--- src/rtl/vec_pack_pkg.sv ---
// Shared types and bit-placement helper for vec_packer.
// VEC_PACKER_MSB_FIRST_EN selects MSB-first placement; default is LSB-first.
package vec_pack_pkg;

  typedef enum logic {FILL, FULL} pack_state_t;

  // Maps the running write index to the physical bit position in the word.
  function automatic int pos(input int idx, input int width);
`ifdef VEC_PACKER_MSB_FIRST_EN
    return (idx < width) ? (width - 1 - idx) : 0;
`else
    return (idx < width) ? idx : 0;
`endif
  endfunction

endpackage

--- src/rtl/vec_packer.sv ---
// Bit-serial to parallel packer: one bit per input handshake, WIDTH-bit word out.
// Placement order set by VEC_PACKER_MSB_FIRST_EN (see vec_pack_pkg::pos).
module vec_packer
  import vec_pack_pkg::*;
#(
  parameter int WIDTH = 8,
  parameter int IDX_W = $clog2(WIDTH)
) (
  input  logic             clk,
  input  logic             rst_n,
  input  logic             in_valid,
  output logic             in_ready,
  input  logic             in_bit,
  input  logic             in_flush,
  output logic             out_valid,
  input  logic             out_ready,
  output logic [WIDTH-1:0] out_data,
  output logic [IDX_W:0]   out_count
);

  pack_state_t      state_reg, state_next;
  logic [IDX_W-1:0] idx_reg, idx_next;
  logic [WIDTH-1:0] acc_reg, acc_next;
  logic [WIDTH-1:0] data_reg, data_next;
  logic [IDX_W:0]   count_reg, count_next;
  logic [WIDTH-1:0] merged;
  logic             in_fire;

  assign in_ready  = (state_reg == FILL) || out_ready;
  assign in_fire   = in_valid && in_ready;
  assign out_valid = (state_reg == FULL);
  assign out_data  = data_reg;
  assign out_count = count_reg;

  always_ff @(posedge clk or negedge rst_n) begin
    if (!rst_n) begin
      state_reg <= FILL;
      idx_reg   <= '0;
      acc_reg   <= '0;
      data_reg  <= '0;
      count_reg <= '0;
    end else begin
      state_reg <= state_next;
      idx_reg   <= idx_next;
      acc_reg   <= acc_next;
      data_reg  <= data_next;
      count_reg <= count_next;
    end
  end

  // In FULL the accumulator and index are already cleared, so an input accepted
  // alongside the output handshake follows the same write path as in FILL.
  always_comb begin
    state_next = state_reg;
    idx_next   = idx_reg;
    acc_next   = acc_reg;
    data_next  = data_reg;
    count_next = count_reg;
    merged     = acc_reg;
    merged[IDX_W'(pos(int'(idx_reg), WIDTH))] = in_bit;

    if (state_reg == FULL && out_ready) begin
      state_next = FILL;
    end

    if (in_fire) begin
      if (idx_reg == IDX_W'(WIDTH - 1) || in_flush) begin
        state_next = FULL;
        data_next  = merged;
        count_next = {1'b0, idx_reg} + (IDX_W + 1)'(1);
        idx_next   = '0;
        acc_next   = '0;
      end else begin
        acc_next = merged;
        idx_next = idx_reg + IDX_W'(1);
      end
    end
  end

endmodule
--- config.mk ---
export PLATFORM = sky130hd
export DESIGN_NAME = vec_packer
export DESIGN_NICKNAME = d
export VERILOG_FILES = /design/src/rtl/vec_pack_pkg.sv /design/src/rtl/vec_packer.sv
export SDC_FILE = /design/constraint.sdc
export NUM_CORES = 1
export LEC_CHECK = 0
export BUFFER_PORTS_ARGS = -buffer_cell sky130_fd_sc_hd__buf_2
export CAP_MARGIN = 30
export CELL_PAD_IN_SITES_DETAIL_PLACEMENT = 1
export CELL_PAD_IN_SITES_GLOBAL_PLACEMENT = 1
export CORE_MARGIN = 5
export CORE_UTILIZATION = 39
export CTS_CLUSTER_SIZE = 30
export DETAILED_ROUTE_END_ITERATION = 16
export MAX_ROUTING_LAYER = met4
export PLACE_DENSITY_LB_ADDON = 0.1
export REMOVE_ABC_BUFFERS = 1
export SLEW_MARGIN = 20
export SYNTH_ARGS = -nofsm -noshare
export SYNTH_HDL_FRONTEND = slang
export SYNTH_SLANG_ARGS = --single-unit
--- constraint.sdc ---
create_clock -name clk -period 1.8 [get_ports clk]
set_clock_uncertainty 0.15 [all_clocks]
set_input_delay 0.27 -clock clk [delete_from_list [all_inputs] [get_ports clk]]
set_output_delay 0.27 -clock clk [all_outputs]
set_load 0.01 [all_outputs]
# == Yosys cells after proc, flatten, opt, wreduce, memory -nomap -nowiden ==
# Cells that the tools add are included.
# word_totals
ff_bits,24
in_bits,6
out_inout_bits,14
word_cells,25
# op_classes
addsub,2
order_cmp,2
n_eq_ne,1
mux,8
bitwise,1
reduce_logical,6
# op_table
operator,count
$bwmux 8,1
$mux 8,1
$lt 3x5->1 const B,1
$add 3x1->4 const B,1
$mux 1,4
$add 3x1->3 const B,1
$demux 1 s3,1
$eq 3x3->1 const B,1
$ge 3x1->1 const B,1
$logic_and 1x1->1,3
$mux 3,1
$logic_or 1x1->1,2
$reduce_and 2->1,1
$not 1->1,1

# == Depth between registers and ports, before layout ==
# logic_depth
word_depth,6
depth_mapped,6
mapped_depth_nobuf,5

# == Least setup slack after synthesis ==
# Ideal clock, no wire load.
# synth_timing
kind,flip-flop to flip-flop
startpoint,reg idx_reg[0]
endpoint,reg data_reg[3] (netlist: out_data[3])
setup_ns,0.125
t_arrival_ns,1.668
required_ns,1.525
slack_ns,-0.143
path_stages_with_launch,7
n_path_buf,1
period_less_slack_ns,1.943
cell_sequence,dfrtp_1 > ha_1 > ha_1 > nor2_1 > nand3b_4 > buf_6 > mux2_4
# synth_via
elab_chain_cells,5
elab_cells_between_ends,9
classes_between,order compare: 2; eq/ne: 1; mux: 3; reduce/logical: 3
# synth_rtl
item,line_no,text
start: declaration,vec_packer.sv:22,"logic [IDX_W-1:0] idx_reg, idx_next;"
start signal: assignment,vec_packer.sv:44,idx_reg <= idx_next;
$lt 3x5->1 (implied by the code) / $ge 3x1->1 (equally long branches),vec_packer.sv:60,"merged[IDX_W'(pos(int'(idx_reg), WIDTH))] = in_bit;"
$logic_and 1x1->1 (implied by the code),vec_packer.sv:60,
$mux 1 (implied by the code),vec_packer.sv:60,
$demux 1 s3,vec_packer.sv:60,
$bwmux 8,vec_packer.sv:60,
end signal: assignment,vec_packer.sv:46,data_reg <= data_next;
end: declaration,vec_packer.sv:24,"logic [WIDTH-1:0] data_reg, data_next;"
# Several ways; a longest one is shown, not always the timed one.
# A chain may end at the register's enable or synchronous reset.

# == Worst setup path after layout ==
# layout_timing
startpoint,reg idx_reg[1]
endpoint,reg count_reg[0] (netlist: out_count[0])
# layout_via
elab_chain_cells,3
# layout_rtl
item,line_no,text
$eq 3x3->1,vec_packer.sv:67,if (idx_reg == IDX_W'(WIDTH - 1) || in_flush) begin
$logic_or 1x1->1,vec_packer.sv:67,
$reduce_and 2->1 (no source line),-,
end signal: assignment,vec_packer.sv:47,count_reg <= count_next;
end: declaration,vec_packer.sv:25,"logic [IDX_W:0] count_reg, count_next;"
# Every way passes these cells.

==> insert_results.sql <==
INSERT INTO impl_metrics (metric_group, metric, value, unit) VALUES
('route', 'drt-initial-drc-count', '12', ''),
('cts', 'clk_pin_slew', '0.14', 'ns'),
('critical_path', 'critical_path.max_stage_delay', '0.41', 'ns'),
('synthesis', 'post_synth_xor_area_fraction', '0', '%'),
('die', 'floorplan.die_area', '0.00385', 'mm^2'),
('sta', 'rsz0062_at_grt', 'no', ''),
('route', 'drt-vias-per-instance', '5.08', ''),
('synthesis', 'postSynth.asyncResetShare', '100', '%'),
('synthesis', 'postSynthRegisterBits', '24', ''),
('power_and_ir_drop', 'power.static_leakage', '0.730', 'nW'),
('sta', 'setup_viol', '0', ''),
('synthesis', 'synth_fa_ha_area_share', '3.55', '%'),
('power_and_ir_drop', 'vdd_ir_drop_max', '0.000645', 'V'),
('route', 'overall_routed_net_length', '2210', 'um'),
('synthesis', 'synth_compound_area_share', '4.15', '%'),
('global_route', 'grt_pass1_wl', '3640', 'um'),
('sta', 'hold-worst-slack', '0.143', 'ns'),
('synthesis', 'synth_top_area_share', '56.9', '%'),
('sta', 'slew_headroom', '62.8', '%'),
('critical_path', 'start_kind', 'flop', ''),
('placed_design', 'port-buffer-count', '19', ''),
('worst_hold_path', 'min_delay_path_depth', '3', ''),
('sta', 'achievable-frequency', '0.576', 'GHz'),
('synthesis', 'synth_most_common_cell', 'sky130_fd_sc_hd__dfrtp_1', ''),
('synthesis', 'post_synth_most_frequent_cells', 'sky130_fd_sc_hd__dfrtp_1, sky130_fd_sc_hd__mux2_2, sky130_fd_sc_hd__mux2_4', ''),
('global_route', 'first_global_vias', '766', ''),
('critical_path', 'regToRegStartpoint', 'idx_reg[1]', ''),
('flow_run', 'drv.max_cap_violation_count', '0', ''),
('die', 'num_io_pins', '20', ''),
('synthesis', 'average_footprint_of_a_synthesized_cell', '14.3', 'um^2'),
('placed_design', 'hpwlAfterDp', '1440', 'um'),
('sta', 'report.final.slew_viol_count', '0', ''),
('die', 'fp.dieW', '62.0', 'um'),
('cts', 'clock-sinks', '24', ''),
('worst_hold_path', 'hold_path_startpoint', 'in_valid', ''),
('cts', 'cts-buffers-inserted', '3', ''),
('global_route', 'globalRoute.totalOverflow', '0', ''),
('critical_path', 'r2r_setup_slack', '0.06', 'ns'),
('critical_path', 'reg2regPathDepth', '5', ''),
('die', 'rows', '18', ''),
('synthesis', 'synth_cell_types', '24', ''),
('synthesis', 'syn_area', '0.00106', 'mm^2'),
('synthesis', 'synth.area.top_cells', 'sky130_fd_sc_hd__dfrtp_1, sky130_fd_sc_hd__mux2_2, sky130_fd_sc_hd__mux2_4, sky130_fd_sc_hd__ha_1, sky130_fd_sc_hd__mux2i_1', ''),
('global_route', 'antenna_found_initial', '0', ''),
('route', 'route.detailed.wl_per_inst', '16.5', 'um'),
('critical_path', 'critPathKind', 'flop to flop', ''),
('route', 'drt.antenna.violating_nets', '0', ''),
('power_and_ir_drop', 'power_per_cell_area', '1130', 'mW/mm^2'),
('cells_and_area', 'finalInstanceArea', '0.00134', 'mm^2'),
('cells_and_area', 'post_route_cells_drive_above_1_share', '51.0', '%'),
('sta', 'count_of_endpoints_failing_hold_in_the_final_timing_report', '0', ''),
('synthesis', 'post-synth-top-area-cell', 'sky130_fd_sc_hd__dfrtp_1', ''),
('critical_path', 'critical_path.slowest_cell', 'sky130_fd_sc_hd__dfrtp_1', ''),
('sta', 'max_slew.worst_pin.slew', '0.557', 'ns'),
('global_route', 'track_usage', '13.9', '%'),
('cts', 'cts_buffer_depth', '2', ''),
('critical_path', 'arrival', '1.81', 'ns'),
('power_and_ir_drop', 'design_power_total', '1.52', 'mW'),
('synthesis', 'ys_warn_count', '0', ''),
('synthesis', 'number_of_enable_type_register_cells_in_the_synthesized_netlist', '0', ''),
('cts', 'htree_levels', '1', ''),
('cells_and_area', 'post-route-util', '53.2', '%'),
('cells_and_area', 'finish.net_count', '114', ''),
('critical_path', 'worstPathCellList', 'ha_2, ha_4, nor2_4, nand3b_4, mux2_2', ''),
('critical_path', 'crit_path_max_fanout', '5', ''),
('die', 'core_region_area', '0.00252', 'mm^2'),
('sta', 'final_critical_path_share_of_the_clock_period', '96.5', '%'),
('status', 'result_of_the_run', 'finished clean', ''),
('critical_path', 'critical_path.endpoint_type', 'flop', ''),
('placed_design', 'dpl_cell_area', '0.00121', 'mm^2'),
('cells_and_area', 'area_growth', '27.1', '%');
-- worst max path at each step --
| stage | from | end | slack, ns | cells past startpoint |
|---|---|---|---|---|
| floorplan | idx_reg[0] | out_count[0] | -0.11 | 5 |
| global placement | idx_reg[0] | out_data[2] | -0.007 | 5 |
| detailed placement | idx_reg[0] | out_data[7] | -0.12 | 5 |
| CTS | idx_reg[0] | out_count[0] | 0.03 | 5 |
| global route | idx_reg[1] | out_count[2] | 0.005 | 5 |
| finish | idx_reg[1] | out_count[0] | 0.06 | 5 |
-- worst max-delay path: cells and delay by family (launching register included) --
kind | cells | cell delay [ns]
adders and majority gates | 2 | 0.37
DFF | 1 | 0.41
muxes | 1 | 0.35
and+or+nand+nor | 2 | 0.35
-- cells by family (layout without fill, tap and decap cells) --
group | Yosys count | count (layout)
compound gates | 5 | 5
flops | 24 | 24
fa+ha+maj | 3 | 3
buf+inv | 5 | 33
simple gates | 19 | 21
mux | 18 | 18
-- stage by stage --
stage,worst slack (ns),std cells
5_1_grt,0.00467,134
3_3_place_gp,-0.00659,126
3_5_place_dp,-0.118,126
2_1_floorplan,-0.113,72
4_1_cts,0.0313,133
6_report,0.0636,134
-- layout by cell type (no fill, tap or decap) --
cell | synthesis | routed
sky130_fd_sc_hd__buf_4 | 1 | 6
sky130_fd_sc_hd__and4_1 | 1 | 1
sky130_fd_sc_hd__nor3_1 | 2 | 2
sky130_fd_sc_hd__a22o_2 | 1 | 1
sky130_fd_sc_hd__ha_1 | 3 | 1
sky130_fd_sc_hd__ha_2 | 0 | 1
sky130_fd_sc_hd__nand3_1 | 1 | 1
sky130_fd_sc_hd__nor3b_1 | 2 | 2
sky130_fd_sc_hd__a21o_1 | 1 | 1
sky130_fd_sc_hd__nor2_4 | 0 | 1
sky130_fd_sc_hd__and3_1 | 1 | 1
sky130_fd_sc_hd__bufinv_16 | 0 | 1
sky130_fd_sc_hd__nand3b_1 | 1 | 1
sky130_fd_sc_hd__mux2_4 | 5 | 5
sky130_fd_sc_hd__nand2b_2 | 0 | 1
sky130_fd_sc_hd__buf_2 | 0 | 19
sky130_fd_sc_hd__and2_1 | 4 | 4
sky130_fd_sc_hd__o2bb2ai_1 | 1 | 1
sky130_fd_sc_hd__mux2i_1 | 3 | 3
sky130_fd_sc_hd__nand2_1 | 3 | 3
sky130_fd_sc_hd__clkbuf_4 | 0 | 3
sky130_fd_sc_hd__nand3b_4 | 1 | 3
sky130_fd_sc_hd__mux2_2 | 10 | 10
sky130_fd_sc_hd__inv_1 | 3 | 3
sky130_fd_sc_hd__dfrtp_1 | 24 | 24
sky130_fd_sc_hd__and3_2 | 1 | 1
sky130_fd_sc_hd__ha_4 | 0 | 1
sky130_fd_sc_hd__a22o_1 | 2 | 2
sky130_fd_sc_hd__dlygate4sd3_1 | 0 | 1
-- routing by layer --
metal	up-vias	wire length (um)	global-route usage [%]
met5	-	0	-
met4	0	30	4.55
met3	4	113	3.10
met2	16	1000	21.2
met1	334	1060	18.2
li1	327	-	-
-- cell type report --
class / instances / area [um^2]
clock buffers: 3 / 22.5
clock inverters: 1 / 30.0
fillers: 268 / 1180
inverters: 3 / 11.3
multi-input cells: 47 / 490
flip-flops and latches: 24 / 601
well taps: 30 / 37.5
repair buffers: 26 / 150
-- repair_timing --
item                                   4_1_cts  5_1_grt
pin swaps                                    1        1
cloned                                       2        0
hold buffers                                 1        0
setup endpoints to repair                   11        7
setup buffers                                0        1
gates resized for setup                      5        3
endpoints found under the hold margin       24        0
-- power breakdown --
part,total [mW],internal [mW],switching [mW]
combinational,0.442,0.228,0.215
clock,0.398,0.225,0.172
sequential,0.682,0.635,0.0472
total,1.52,1.09,0.434
(Power assumes the default switching activity.)
